==> config.mk <==
export PLATFORM = sky130hd
export DESIGN_NAME = mul_sgn_acc
export DESIGN_NICKNAME = d
export VERILOG_FILES = /design/src/rtl/mul_acc_pkg.sv /design/src/rtl/MulSgn.sv /design/src/rtl/mul_sgn_acc.sv
export SDC_FILE = /design/constraint.sdc
export NUM_CORES = 1
export LEC_CHECK = 0
export CAP_MARGIN = 20
export CORE_MARGIN = 2
export CORE_UTILIZATION = 50
export DETAILED_ROUTE_END_ITERATION = 12
export PLACE_DENSITY = 0.72
export SLEW_MARGIN = 15
export SYNTH_ARGS = -nofsm -noshare
export SYNTH_HDL_FRONTEND = slang
export SYNTH_SLANG_ARGS = --single-unit
export TNS_END_PERCENT = 50
==> constraint.sdc <==
create_clock -name clk_i -period 7.7 [get_ports clk_i]
set_input_delay 1.155 -clock clk_i [delete_from_list [all_inputs] [get_ports clk_i]]
set_output_delay 1.155 -clock clk_i [all_outputs]
set_load 0.1 [all_outputs]
==> src/rtl/mul_acc_pkg.sv <==
// ============================================================================
//  mul_acc_pkg
//  Shared types and saturating-add helper for the signed multiply-accumulate.
//  Revision: 1.0
// ============================================================================
`default_nettype none

package mul_acc_pkg;

  typedef enum logic [0:0] {
    ACC  = 1'b0,
    HOLD = 1'b1
  } acc_state_e;

  localparam int COUNT_W = 16;

  // Working width of sat_add; any accumulator up to SAT_W-1 bits fits.
  localparam int SAT_W = 64;
  localparam logic signed [SAT_W:0] SAT_ONE = 1;

  typedef struct packed {
    logic             clamped;
    logic [SAT_W-1:0] sum;
  } sat_res_t;

  function automatic int acc_w(input int wx, input int wy, input int g);
    return wx + wy + g;
  endfunction

  // Adds two sign-extended operands one bit wider than needed, then clamps
  // the result into the signed range of a w-bit accumulator.
  function automatic sat_res_t sat_add(input logic [SAT_W-1:0] a,
                                       input logic [SAT_W-1:0] b,
                                       input int               w);
    logic signed [SAT_W:0] s;
    logic signed [SAT_W:0] hi;
    logic signed [SAT_W:0] lo;
    sat_res_t              r;
    s  = $signed({a[SAT_W-1], a}) + $signed({b[SAT_W-1], b});
    hi = (SAT_ONE <<< (w - 1)) - SAT_ONE;
    lo = -(SAT_ONE <<< (w - 1));
    if (s > hi) begin
      r.clamped = 1'b1;
      r.sum     = hi[SAT_W-1:0];
    end else if (s < lo) begin
      r.clamped = 1'b1;
      r.sum     = lo[SAT_W-1:0];
    end else begin
      r.clamped = 1'b0;
      r.sum     = s[SAT_W-1:0];
    end
    return r;
  endfunction

endpackage

`default_nettype wire

==> src/rtl/MulSgn.sv <==
// ============================================================================
//  MulSgn
//  Combinational signed multiplier; speed selects shift-add or array form.
//  Revision: 1.0
// ============================================================================
`default_nettype none

module MulSgn #(
  parameter int         widthX = 8,
  parameter int         widthY = 8,
  parameter logic [1:0] speed  = 2'b10
) (
  input  logic [widthX-1:0]        x,
  input  logic [widthY-1:0]        y,
  output logic [widthX+widthY-1:0] p
);

  localparam int P_W = widthX + widthY;

  logic [P_W-1:0] w_xe;

  assign w_xe = {{widthY{x[widthX-1]}}, x};

  generate
    if (speed == 2'b00) begin : g_shift_add
      // Two's-complement multiplicand: the MSB partial product carries negative weight.
      always_comb begin
        p = '0;
        for (int i = 0; i < widthY; i++) begin
          if (y[i]) begin
            if (i == widthY - 1) p = p - (w_xe << i);
            else                 p = p + (w_xe << i);
          end
        end
      end
    end else begin : g_array
      logic [P_W-1:0] w_ye;
      assign w_ye = {{widthX{y[widthY-1]}}, y};
      assign p    = w_xe * w_ye;
    end
  endgenerate

endmodule

`default_nettype wire

==> src/rtl/mul_sgn_acc.sv <==
// ============================================================================
//  mul_sgn_acc
//  Streaming signed multiply-accumulate with per-frame saturated sum output.
//  Revision: 1.0
// ============================================================================
`default_nettype none

module mul_sgn_acc
  import mul_acc_pkg::*;
#(
  parameter int         widthX    = 8,
  parameter int         widthY    = 8,
  parameter int         guardBits = 4,
  parameter logic [1:0] speed     = 2'b10
) (
  input  logic                                 clk_i,
  input  logic                                 rst_i,
  input  logic                                 in_valid_i,
  output logic                                 in_ready_o,
  input  logic [widthX-1:0]                    in_x_i,
  input  logic [widthY-1:0]                    in_y_i,
  input  logic                                 in_last_i,
  output logic                                 out_valid_o,
  input  logic                                 out_ready_i,
  output logic [widthX+widthY+guardBits-1:0]   out_acc_o,
  output logic [COUNT_W-1:0]                   out_count_o,
  output logic                                 out_sat_o
);

  localparam int ACC_W = acc_w(widthX, widthY, guardBits);
  localparam int P_W   = widthX + widthY;

  logic [P_W-1:0]         w_p;
  logic [P_W-1:0]         r_s1_p;
  logic                   r_s1_last;
  logic                   r_s1_valid;
  acc_state_e             r_state;
  acc_state_e             w_state_nxt;
  logic [ACC_W-1:0]       r_acc;
  logic [COUNT_W-1:0]     r_count;
  logic                   r_sat;
  logic                   w_s1_adv;
  logic                   w_in_hs;
  logic                   w_out_hs;
  sat_res_t               w_sa;
  logic [SAT_W-ACC_W-1:0] w_unused_hi;

  MulSgn #(
    .widthX (widthX),
    .widthY (widthY),
    .speed  (speed)
  ) u_mul (
    .x (in_x_i),
    .y (in_y_i),
    .p (w_p)
  );

  assign w_s1_adv    = r_s1_valid && (r_state == ACC);
  assign in_ready_o  = !r_s1_valid || w_s1_adv;
  assign w_in_hs     = in_valid_i && in_ready_o;
  assign out_valid_o = (r_state == HOLD);
  assign w_out_hs    = out_valid_o && out_ready_i;

  assign w_sa = sat_add({{(SAT_W-ACC_W){r_acc[ACC_W-1]}}, r_acc},
                        {{(SAT_W-P_W){r_s1_p[P_W-1]}}, r_s1_p},
                        ACC_W);
  assign w_unused_hi = w_sa.sum[SAT_W-1:ACC_W];

  always_ff @(posedge clk_i or posedge rst_i) begin
    if (rst_i) r_state <= ACC;
    else       r_state <= w_state_nxt;
  end

  always_comb begin
    w_state_nxt = r_state;
    case (r_state)
      ACC:     if (w_s1_adv && r_s1_last) w_state_nxt = HOLD;
      HOLD:    if (w_out_hs) w_state_nxt = ACC;
      default: w_state_nxt = ACC;
    endcase
  end

  always_ff @(posedge clk_i or posedge rst_i) begin
    if (rst_i) begin
      r_s1_valid <= 1'b0;
      r_s1_p     <= '0;
      r_s1_last  <= 1'b0;
      r_acc      <= '0;
      r_count    <= '0;
      r_sat      <= 1'b0;
    end else begin
      if (w_in_hs) begin
        r_s1_valid <= 1'b1;
        r_s1_p     <= w_p;
        r_s1_last  <= in_last_i;
      end else if (w_s1_adv) begin
        r_s1_valid <= 1'b0;
      end

      // Advance (ACC) and result handoff (HOLD) can never coincide.
      if (w_s1_adv) begin
        r_acc   <= w_sa.sum[ACC_W-1:0];
        r_count <= (&r_count) ? r_count : r_count + COUNT_W'(1);
        r_sat   <= r_sat | w_sa.clamped;
      end else if (w_out_hs) begin
        r_acc   <= '0;
        r_count <= '0;
        r_sat   <= 1'b0;
      end
    end
  end

  assign out_acc_o   = r_acc;
  assign out_count_o = r_count;
  assign out_sat_o   = r_sat;

endmodule

`default_nettype wire
-- Word-level counts from Yosys, hierarchy flattened
Cells that the tools add are included.
- multipliers: 1
- bitwise operators: 2
- div/mod/pow operators: 0
- add/subtract/negate cells: 2
- equality and inequality tests: 1
- shifts and indexed selects: 0
- reductions and logical operators: 10
- magnitude comparators: 2
- mux-type cells: 14
- operators with widths (cell ; number):
    65-bit two-way mux ; 2
    16-bit two-way mux ; 3
    20-bit two-way mux ; 2
    20-bit by 16-bit adder with 21-bit output ; 1
    21-bit by 20-bit > comparator with 1-bit output, second input constant ; 1
    21-bit by 20-bit less-than comparator with 1-bit output, second input constant ; 1
    16-bit by 1-bit adder with 16-bit output, second input constant ; 1
    8-bit by 8-bit multiplier with 16-bit output ; 1
    16-bit AND reduction ; 1
    1-bit two-way mux ; 6
    1-bit logical AND ; 4
    2-bit nonzero test ; 2
    2-bit != test, second input constant ; 1
    1-bit one-hot mux with 2 select lines ; 1
    2-bit AND reduction ; 1
    1-bit zero test ; 1
    1-bit logical OR ; 1
    1-bit inverter ; 1
    1-bit OR ; 1
- bits in latches: 0
- bits in writable memories: 0
- input port bits: 21
- word-level logic and storage cells: 39
- output and inout bits: 39
- memories: 0
- bits in read-only memories: 0
- flip-flop bits (word level): 56

-- Logic depth before layout (Yosys ltp)
Gate-level depths: netlist of the first run.
- word-level depth: 6
- gate-level depth with buffers: 17
- mapped depth without buffers: 17

-- Hierarchy
From an unflattened synthesis of the first run, not the netlist that was laid out.
- cell total of the unflattened synthesis: 631
- area, all modules: 5970.7 µm²
- by module, submodules not included (module ; area an instance (µm²) ; times used ; cells each ; seq. area each (µm²)):
    mul_sgn_acc ; 3417.0 ; 1 ; 343 ; 1401.3
    MulSgn ; 2553.7 ; 1 ; 288 ; 0.0

-- Least setup slack after synthesis of the first run
Ideal clock, no wire load.
- path type: input to register
- start: input in_x_i[3]
- end: register r_s1_p[14]
- arrival time: 4.988 ns
- required time: 7.568 ns
- path slack: 2.580 ns
- cell stages on the path: 16
- cell sequence: and2_1 fa_1 inv_1 fa_1 inv_1 fa_1 inv_1 fa_1 inv_1 ha_1 o21ai_0 a21boi_1 o31a_1 o211ai_1 a2111oi_0 or3b_1
- cells in the longest elaborated chain, start to end: 1
- RTL lines (what ; line ; text):
    from (decl) ; mul_sgn_acc.sv:20 ; input logic [widthX-1:0] in_x_i,
    8-bit by 8-bit multiplier with 16-bit output ; MulSgn.sv:39 ; assign p = w_xe * w_ye;
    to (signal assigned) ; mul_sgn_acc.sv:94 ; r_s1_p <= w_p;
    to (decl) ; mul_sgn_acc.sv:34 ; logic [P_W-1:0] r_s1_p;
No other way between the ends.
A chain may end at the register's enable or synchronous reset.

-- Final worst setup path of the first run
- start: input in_x_i[0]
- end: register r_s1_p[14]
The elaborated chain is that of the path after synthesis.

==> results of run 1 <==
## layer usage
layer / track usage, % / vias to the layer above / part of all wire, %
met4: 5.285 / 0 / 1.3
met1: 28.12 / 2306 / 47
met5: 0 / - / 0
li1: - / 2393 / -
met2: 35.44 / 89 / 49
met3: 1.906 / 10 / 3.2
## sequential cells by signal, summed over array words and instances (netlist names)
name         cells
r_s1_valid       1
out_sat_o        1
r_s1_p          16
out_valid_o      1
out_acc_o       20
out_count_o     16
r_s1_last        1
## path summary, 6_finish.rpt
check                              from        endpoint  slack [ps]  depth (start not counted)
setup / recovery              in_x_i[0]      r_s1_p[14]        2080                         16
hold / removal                r_s1_p[9]       r_s1_p[9]         490                          2
setup reg to reg           out_acc_o[0]    out_acc_o[3]        4120                         10
hold reg to reg               r_s1_p[9]       r_s1_p[9]         490                          2
max in group asynchronous         rst_i   out_acc_o[12]        5860                          3
min in group asynchronous         rst_i  out_count_o[8]        1360                          3
## critical path: stages
cell and delay (ps):
clkdlybuf4s50_1 530, nand2b_1 230, fa_1 530, fa_1 550, inv_1 60, fa_1 530, inv_1 50, fa_1 530
inv_1 40, ha_1 330, o21ai_0 130, a21boi_1 140, o31a_1 290, o211ai_1 200, a2111oi_0 120, or3b_1 380
## per-stage QoR
stage / util [%] / instances / setup slack (ps)
final: 58.06 / 883 / 2078
after detailed placement: 56.82 / 875 / 1765
after global routing: 58.06 / 883 / 1809
after CTS: 58.06 / 883 / 2073
after floorplan: - / 682 / 2580
after global placement: 56.82 / 875 / 1863
## final cells by class
class / count / area share, %
repair buffers: 62 / 8.866
clock buffers: 5 / 1.809
flip-flops and latches: 56 / 20.26
well taps: 147 / 2.660
multi-input cells: 511 / 60.70
inverters: 99 / 5.374
clock inverters: 3 / 0.3257
## synth_stat cells, drive strengths merged, types with 2 or more instances
master	number	share of area, %
mux2	5	0.93
nor3b	2	0.25
a21boi	2	0.25
and4	3	0.43
o21ai	57	5.5
buf	10	1.1
o21a	6	0.74
o211ai	8	1.2
nand2b	7	0.72
a21o	7	0.87
nand3	9	0.74
fa	56	19
o21bai	3	0.37
nor2	26	1.6
nand4	4	0.41
nand2	77	4.8
a32o	2	0.33
a211oi	6	0.91
clkbuf	6	0.37
and3	7	0.81
or3	8	0.83
xor2	17	2.5
nor3	6	0.50
a2111oi	3	0.43
a31oi	4	0.41
nor2b	3	0.31
and2	44	4.5
xnor2	18	2.6
dfrtp	56	23
o31ai	7	0.87
ha	50	10
inv	99	6.1
a21oi	48	4.0
## cell families after synthesis
kind of cell    count (synthesis)  synth area share (%)
compound gates                162                 17.60
xor+xnor                       35                 5.061
fa+ha+maj                     106                 28.84
buf+inv                       115                 7.560
flops                          56                 23.14
mux                             6                 1.095
simple gates                  202                 16.71
==> flow_summary.json, run 1 <==
{
  "outcome": "completed",
  "ys_seq_elements": 56,
  "synth_edf_count": 0,
  "io_pins": 60,
  "finalHoldViolations": 0,
  "slew_viol_final": 0,
  "yosys.cell_types.count": 60,
  "final_area_um2": 6915,
  "clk_pin_slew_ps": 60,
  "area_growth_pct": 14.17,
  "avgSynthCellArea_um2": 8.881,
  "cts_tree": "yes",
  "grt_overflow": 0,
  "path_class": "in -> reg",
  "viasPerCell": 5.434,
  "finalCritPeriodShare_pct": 73.02,
  "cts_hold_buf": 0,
  "holdWs_ps": 488.4,
  "yosysSeqAreaShare_pct": 23.14,
  "die_h_um": 114.1,
  "post-cts-setup-buffers": 0,
  "clock_latency_ps": 300,
  "rows": 40,
  "worst_pin_slew_ps": 1087,
  "synth_area_um2": 6057,
  "root_buffer": "clkbuf_16",
  "routed_wl_um": 12750,
  "crit_path_max_fanout": 8,
  "grt_max_degree": 57,
  "setup_violations": 0,
  "n_antenna_cell": 0,
  "ys_async_sr_fraction_pct": 100.0,
  "crit_arrival_ps": 5790,
  "skew_ps": 9.730,
  "start_kind": "input port",
  "seq_area_um2": 1401,
  "cp-end-kind": "flop",
  "wire_per_inst_um": 14.44,
  "final_common_cell": "inv_1",
  "hpwl_um": 10370,
  "drtIter0Drc": 264,
  "final_cell_mix": "inv_1 (98), nand2_1 (77), clkdlybuf4s50_1 (59), fa_1 (56), dfrtp_1 (56)",
  "num-fill-cells": 1083,
  "first_global_vias": 4698,
  "cap_viol_max_count": 0,
  "remaining_drc_errors": 0,
  "gp_congestion": 0.8714,
  "ctsResizeCount": 0,
  "postRouteAntennaNets": 0,
  "placed_area_um2": 6768,
  "first_pass_iters": 4,
  "min_path_type": "reg -> reg",
  "drive_above_1_share_pct": 5.163,
  "core_area_um2": 11910,
  "syn_nets": 809,
  "initial_core_util_pct": 50.85,
  "multi_input_area_um2": 4198,
  "grt_antenna_before_repair": 0,
  "synth-main-ff-cell": "dfrtp_1",
  "maxSlewHeadroom_pct": 27.53,
  "synth_warnings": 0,
  "rsz0062_at_grt": "no",
  "grt_use_total_pct": 20.58,
  "synth_cells": 682,
  "clk_path_buf_depth": 2,
  "cts_num_sinks": 56,
  "grt_pass1_wl_um": 22060,
  "port_buffers": 59,
  "setup_tns_ps": 0,
  "h-tree-depth": 2,
  "cts_buffers": 5,
  "min_period_ps": 5622,
  "die_w_um": 114.1,
  "fmax_mhz": 177.9,
  "dieArea_um2": 13010,
  "vias": 4798,
  "nets": 862,
  "critPathRequiredTime_ps": 7870
}
Power of run 1 is not shown: default switching activity piles up to over one toggle a cycle in this logic, so the estimate is an artifact.
==> inputs of run 2 (changes only) <==
Clock period 7.7 ns to 5.7 ns, I/O delays scaled along.
==> run 2 against run 1 <==
  * Die area did not move
  * Flip-flop and latch count is the same
  * Global-route usage grew 0.55 points
  * Final cell count rose by 0.91%
==> flow_summary.json, run 2 (synthesis gave the netlist of run 1 again) <==
{
  "outcome": "completed",
  "gp_congestion": 0.8720,
  "preCtsSetupSlack_ps": 92.56,
  "postRouteAntennaNets": 0,
  "num-fill-cells": 1053,
  "hpwl_um": 10610,
  "min_period_ps": 5290,
  "slew_viol_final": 0,
  "grt_use_total_pct": 21.13,
  "met3_length_um": 330,
  "grt_max_degree": 57,
  "hold_end": "r_s1_p[9]",
  "drtIter0Drc": 242,
  "final_cell_mix": "inv_1 (98), nand2_1 (77), clkdlybuf4s50_1 (59), fa_1 (56), dfrtp_1 (56)",
  "path_class": "in -> reg",
  "clk_path_buf_depth": 2,
  "clock_latency_ps": 300,
  "die_h_um": 114.1,
  "cts_hold_buf": 0,
  "finalCritPeriodShare_pct": 92.81,
  "rsz0062_at_grt": "no",
  "dieArea_um2": 13010,
  "grt_pass1_wl_um": 22620,
  "critPathRequiredTime_ps": 5870,
  "met1_length_um": 6030,
  "maxSlewHeadroom_pct": 33.68,
  "cts_tree": "yes",
  "r2r_cells": 11,
  "r2r-end": "out_acc_o[17]",
  "die_w_um": 114.1,
  "vias": 4868,
  "holdPathStages": 2,
  "initial_core_util_pct": 50.85,
  "cp-end-kind": "flop",
  "clk_pin_slew_ps": 60,
  "min_path_type": "reg -> reg",
  "drive_above_1_share_pct": 6.183,
  "cp-startpoint": "in_y_i[3]",
  "ctsResizeCount": 0,
  "crit_arrival_ps": 5460,
  "fin_ws_ps": 410.0,
  "first_global_vias": 4710,
  "routed-wl-met2_um": 6764,
  "setup_tns_ps": 0,
  "cts_buffers": 5,
  "skew_ps": 9.817,
  "root_buffer": "clkbuf_16",
  "fmax_mhz": 189.0,
  "n_antenna_cell": 0,
  "cts_num_sinks": 56,
  "remaining_drc_errors": 0,
  "area_growth_pct": 15.35,
  "wire_per_inst_um": 14.91,
  "first_pass_iters": 4,
  "regToRegSetupSlack_ps": 2560,
  "crit_path_max_fanout": 8,
  "finalHoldViolations": 0,
  "final_common_cell": "inv_1",
  "core_area_um2": 11910,
  "viasPerCell": 5.464,
  "largest_register_ffs": 20,
  "worst_pin_slew_ps": 991.6,
  "dr.max_layer_used": "met4",
  "min-delay-start": "r_s1_p[9]",
  "cap_viol_max_count": 0,
  "start_kind": "input port",
  "grt_antenna_before_repair": 0,
  "grt_overflow": 0,
  "rows": 40,
  "io_pins": 60,
  "routed_wl_um": 13280,
  "post-cts-setup-buffers": 0,
  "h-tree-depth": 2,
  "worstReg2RegStart": "out_acc_o[0]",
  "setup_violations": 0,
  "port_buffers": 59,
  "nets": 870
}
==> run 2: per-layer routing <==
layer,global-route usage (%),vias to the layer above
met5,0,-
met2,36.98,76
met1,28.81,2375
met3,1.747,8
li1,-,2409
met4,4.634,0
==> run 2: stage by stage <==
| step | instances | hold slack (ps) | cell area (µm²) | utilization, % |
|---|---|---|---|---|
| finish | 891 | 484.8 | 6987 | 58.66 |
| global route | 891 | 522.9 | 6987 | 58.66 |
| CTS | 889 | 492.0 | 6960 | 58.43 |
| detailed placement | 881 | 476.3 | 6813 | 57.20 |
| global placement | 881 | 467.8 | 6813 | 57.20 |
| floorplan | 682 | 444.4 | 6057 | - |
==> run 2: worst max-delay path, stage by stage <==
cell	delay, ps
clkdlybuf4s50_1	610
and2_1	220
inv_1	60
fa_1	580
inv_1	150
fa_1	530
fa_1	540
inv_1	50
fa_1	520
inv_1	40
ha_1	360
and3_1	200
a21oi_1	160
o211ai_1	120
a31oi_1	220
xnor2_1	140
o21ai_0	90
==> run 2: final cells by class <==
class	instances	area, µm²	area share (%)
clock buffers	5	125.1	1.791
multi-input cells	511	4198	60.08
well taps	147	183.9	2.633
clock inverters	3	22.52	0.3223
repair buffers	70	684.4	9.796
flip-flops and latches	56	1401	20.06
inverters	99	371.6	5.319
==> run 2: how the worst max path moves through the flow <==
stage	end	slack (ps)
global placement	r_s1_p[14]	180
global route	r_s1_p[14]	90
detailed placement	r_s1_p[15]	90
floorplan	r_s1_p[14]	880
CTS	r_s1_p[15]	400
finish	r_s1_p[15]	410
Power of run 2 is left out for the same reason.
==> variant 1, RTL diff (config.mk and constraints of run 2) <==
Put one more register stage on the output `out_count_o`. The value now appears one clock later. The other outputs are not delayed to match.
--- a/src/rtl/mul_sgn_acc.sv
+++ b/src/rtl/mul_sgn_acc.sv
@@ -111,7 +111,9 @@
   end
 
   assign out_acc_o   = r_acc;
-  assign out_count_o = r_count;
+  always_ff @(posedge clk_i) begin
+    out_count_o <= r_count;
+  end
   assign out_sat_o   = r_sat;
 
 endmodule
Behaviour: not the same (Yosys sat finds a counterexample within 4 cycles, from zero or initial values and one cycle with rst_i high).
==> variant 1 against run 2 <==
Design area up 2.8%. Largest cell class unchanged. First-iteration DRC count is 19% higher. Critical path depth rose by 2. Wire length decreased by 5.0%. Sequential cell count rose by 16. Critical endpoint is now r_s1_p[12]$_DFFE_PP0P_. Worst setup slack worse by 0.0074 ns. Synthesized area increased by 0.68%.
Power is not shown: default switching activity piles up to over one toggle a cycle in this logic, so the estimate is an artifact.
==> variant 1: results <==
[setup_path]
worst_r2r_endpoint = out_acc_o[10]$_DFFE_PP0P_
reg2reg_from = r_s1_p[0]$_DFFE_PP0P_
setup.worst_path.start = in_x_i[4]
reg2reg_setup_slack_ns = 1.77
cpPeakStageDelay_ns = 0.54
cp-endpoint = r_s1_p[12]$_DFFE_PP0P_

[place]
dp_hpwl_um = 10100
placed_cell_area_um2 = 6880
place_ws_ns = 0.0180
place.gp.congestion = 0.876

[yosys]
synth_fa_ha_area_share_pct = 29.0
synth-seq-area-share_pct = 28.2
synth-main-ff-cell = dfrtp_1
synth_common_cells = inv_1 (98), dfrtp_1 (56), fa_1 (56), nand2_1 (56), ha_1 (50)
mappedNetlistNets = 767
yosys-top-cells-area = dfrtp_1 (23%), fa_1 (18%), ha_1 (10%), inv_1 (6.0%), dfxtp_1 (5.3%)
yosys.area_share.xor_xnor_pct = 5.58
synthCells = 640
synthMuxAreaShare_pct = 1.09
synth-compound-area-share_pct = 13.9
synthArstFlopShare_pct = 77.8

[global_routing]
grt.total_usage_pct = 20.6
grt_pass1_wl_um = 21500
grt_pass1_vias = 4523
antenna_found_initial = 0

[final_layout]
nets = 834
fillers = 1005
largest_reg_flops = 20
finalNonFillerCells = 859
drive_above_1_share_pct = 7.02

[detailed_routing]
vias = 4576
wirelength_um = 12600
dr.first_iter.drc_count = 289
dr.pass1.iters = 5

[sta]
whs_ns = 0.413
finalHoldViolations = 0
finClkSkew_ns = 0.00385
fmax_mhz = 189
relSlewSlack_pct = 32.8

[clock_network]
insertion_delay_ns = 0.33
cts_buffers = 9
cts_max_level = 3

[worst_hold_path]
holdPathEnd = out_count_o[14]$_DFF_P_
hold_path.class = reg -> reg
hold_depth = 0

[outcome]
status = finished, final reports clean
## variant 1: cell count changes in the layout (fill, tap and decap cells not counted), moves of 9 or more
| cell | change |
|---|---|
| a21oi_1 | -24 |
| nand2_1 | -21 |
| dfxtp_1 | +16 |
| o21ai_1 | -11 |
| o21ai_2 | -10 |
| a221o_2 | +9 |
| nor2_1 | +9 |
## variant 1: cell type report
class / instances / area, um^2 / share of cell area [%]
clock buffers: 13 / 272 / 3.78
clock inverters: 3 / 23.8 / 0.331
inverters: 98 / 368 / 5.12
multi-input cells: 457 / 3950 / 54.9
flip-flops and latches: 72 / 1720 / 24.0
well taps: 147 / 184 / 2.56
repair buffers: 69 / 666 / 9.27
## variant 1: per-layer routing
metal | up-vias | GRT usage, % | routed length (um)
met3 | 10 | 4.82 | 585
met2 | 82 | 31.8 | 5910
met5 | - | 0 | 0
li1 | 2258 | - | -
met4 | 0 | 4.23 | 129
met1 | 2226 | 29.8 | 6000
==> variant 2, RTL diff (flow settings as in run 2) <==
Made on the original files. Set the parameter `guardBits` to 6 (it was 4).
--- a/src/rtl/mul_sgn_acc.sv
+++ b/src/rtl/mul_sgn_acc.sv
@@ -10,7 +10,7 @@
 #(
   parameter int         widthX    = 8,
   parameter int         widthY    = 8,
-  parameter int         guardBits = 4,
+  parameter int         guardBits = 6,
   parameter logic [1:0] speed     = 2'b10
 ) (
   input  logic                                 clk_i,
Interface: changed (resized out_acc_o); port bits go from 60 to 62. No check against the original RTL was run, so the function may have changed too.
==> variant 2 against run 2 <==
Critical endpoint is now r_s1_p[14]$_DFFE_PP0P_. Wire length decreased by 0.49%. Die area fell by 1.3%. Largest cell class unchanged. Via count decreased by 2.5%. First-iteration DRC count decreased by 9.5%. Synthesized cell count shrank 6.2%. Sequential share of layout area is 0.66 points higher. Register-to-register slack worse by 0.05 ns. Worst setup slack improved by 0.0075 ns. Sequential cell count rose by 2. Synthesized area decreased by 1.3%. Design area is 0.27% higher. Count of clock-buffer cells in the layout up 5.
Power is not shown: default switching activity piles up to over one toggle a cycle in this logic, so the estimate is an artifact.
==> variant 2: results <==
[yosys]
synth_common_cells = inv_1 (94), nand2_1 (65), dfrtp_1 (58)
mappedNetlistNets = 769
yosys-top-cells-area = dfrtp_1 (24%), fa_1 (19%), ha_1 (11%), inv_1 (5.9%), nand2_1 (4.1%)
ys_types = 55
avgSynthCellArea_um2 = 9.34
synth-seq-area-share_pct = 24.3

[setup_path]
setup.worst_path.start = in_x_i[3]
worstPathArrival_ns = 5.49

[global_routing]
grt_pass1_vias = 4725
grt.total_usage_pct = 21.6
grt_max_degree = 59
grt_pass1_wl_um = 22400

[place]
placed_cells = 834
place.gp.congestion = 0.859
dp_hpwl_um = 10300
io_buffers = 61
placed_cell_area_um2 = 6730

[detailed_routing]
detail_route.wl_per_cell_um = 15.6
dr.first_iter.drc_count = 219
dr.pass1.iters = 5
avgViaCountPerCell = 5.58

[worst_hold_path]
hold_path.class = reg -> reg
worstHoldStart = out_sat_o$_DFFE_PP0P_

[final_layout]
insertedDiodeCount = 0
fillers = 1009
drive_above_1_share_pct = 5.23
finalNonFillerCells = 850
largest_reg_flops = 22

[clock_network]
cts_buffers = 9
post-cts-setup-buffers = 0
cts_max_level = 3
insertion_delay_ns = 0.34

[outcome]
status = finished, final reports clean

[sta]
relSlewSlack_pct = 33.6
finClkSkew_ns = 0.00984
-- variant 2: cell types whose count changed after synthesis, moves of 6 or more --
cell / before / now
xnor2_1: 18 / 26
o21ai_0: 35 / 25
o21ai_2: 10 / 0
and2_1: 44 / 38
nand2_1: 77 / 65
a221o_1: 0 / 20
a21oi_1: 47 / 29
-- variant 2: layout make-up --
cell class / instances / area [um^2] / share of cell area (%)
Clock buffer: 10 / 239 / 3.41
Clock inverter: 6 / 41.3 / 0.589
Inverter: 94 / 353 / 5.04
Multi-Input combinational cell: 473 / 4090 / 58.4
Sequential cell: 58 / 1450 / 20.7
Tap cell: 143 / 179 / 2.55
Timing Repair Buffer: 66 / 648 / 9.25
-- variant 2: per-layer routing --
layer	track usage (%)	share of wire [%]	up-vias
li1	-	-	2282
met1	28.4	44	2348
met2	37.2	51	97
met3	3.32	3.5	19
met4	5.69	1.3	0
met5	0	0	-
-- variant 2: path summary, 6_finish.rpt --
check                                              endpoint  slack (ns)  cells past startpoint
max in group asynchronous             r_s1_p[2]$_DFFE_PP0P_        4.16                      3
worst min register to register        out_sat_o$_DFFE_PP0P_        0.49                      2
worst min-delay path                  out_sat_o$_DFFE_PP0P_        0.49                      2
worst max-delay path                 r_s1_p[14]$_DFFE_PP0P_        0.42                     18
worst max register to register    out_acc_o[10]$_DFFE_PP0P_        2.51                     11
min in group asynchronous       out_count_o[10]$_DFFE_PP0P_        1.06                      3
-- variant 2: worst max-delay path: stages --
cell	delay (ns)
clkdlybuf4s50_1	0.56
and2_1	0.25
fa_1	0.54
inv_1	0.05
fa_1	0.47
inv_1	0.05
fa_1	0.53
inv_1	0.05
fa_1	0.52
inv_1	0.04
ha_1	0.29
o21ai_0	0.12
a21boi_1	0.13
o21ai_0	0.22
a21boi_1	0.14
o41ai_1	0.33
mux2i_1	0.23
o311ai_1	0.11
-- variant 2: metrics by stage --
stage	setup WS [ns]	hold slack, ns	util, %
floorplan	0.941	0.444	-
global placement	0.124	0.456	58.2
detailed placement	0.0607	0.478	58.2
CTS	0.395	0.490	60.6
global route	0.133	0.509	60.6
finish	0.417	0.490	60.6
-- variant 2: cell families after synthesis --
family | count (synthesis) | share of synthesized area [%]
AOI/OAI and AO/OA | 125 | 15.5
xor gates and xnor gates | 41 | 6.01
adders and majority gates | 108 | 29.6
buffers and inverters | 109 | 7.20
DFF | 58 | 24.3
muxes | 8 | 1.44
and+or+nand+nor | 191 | 15.9
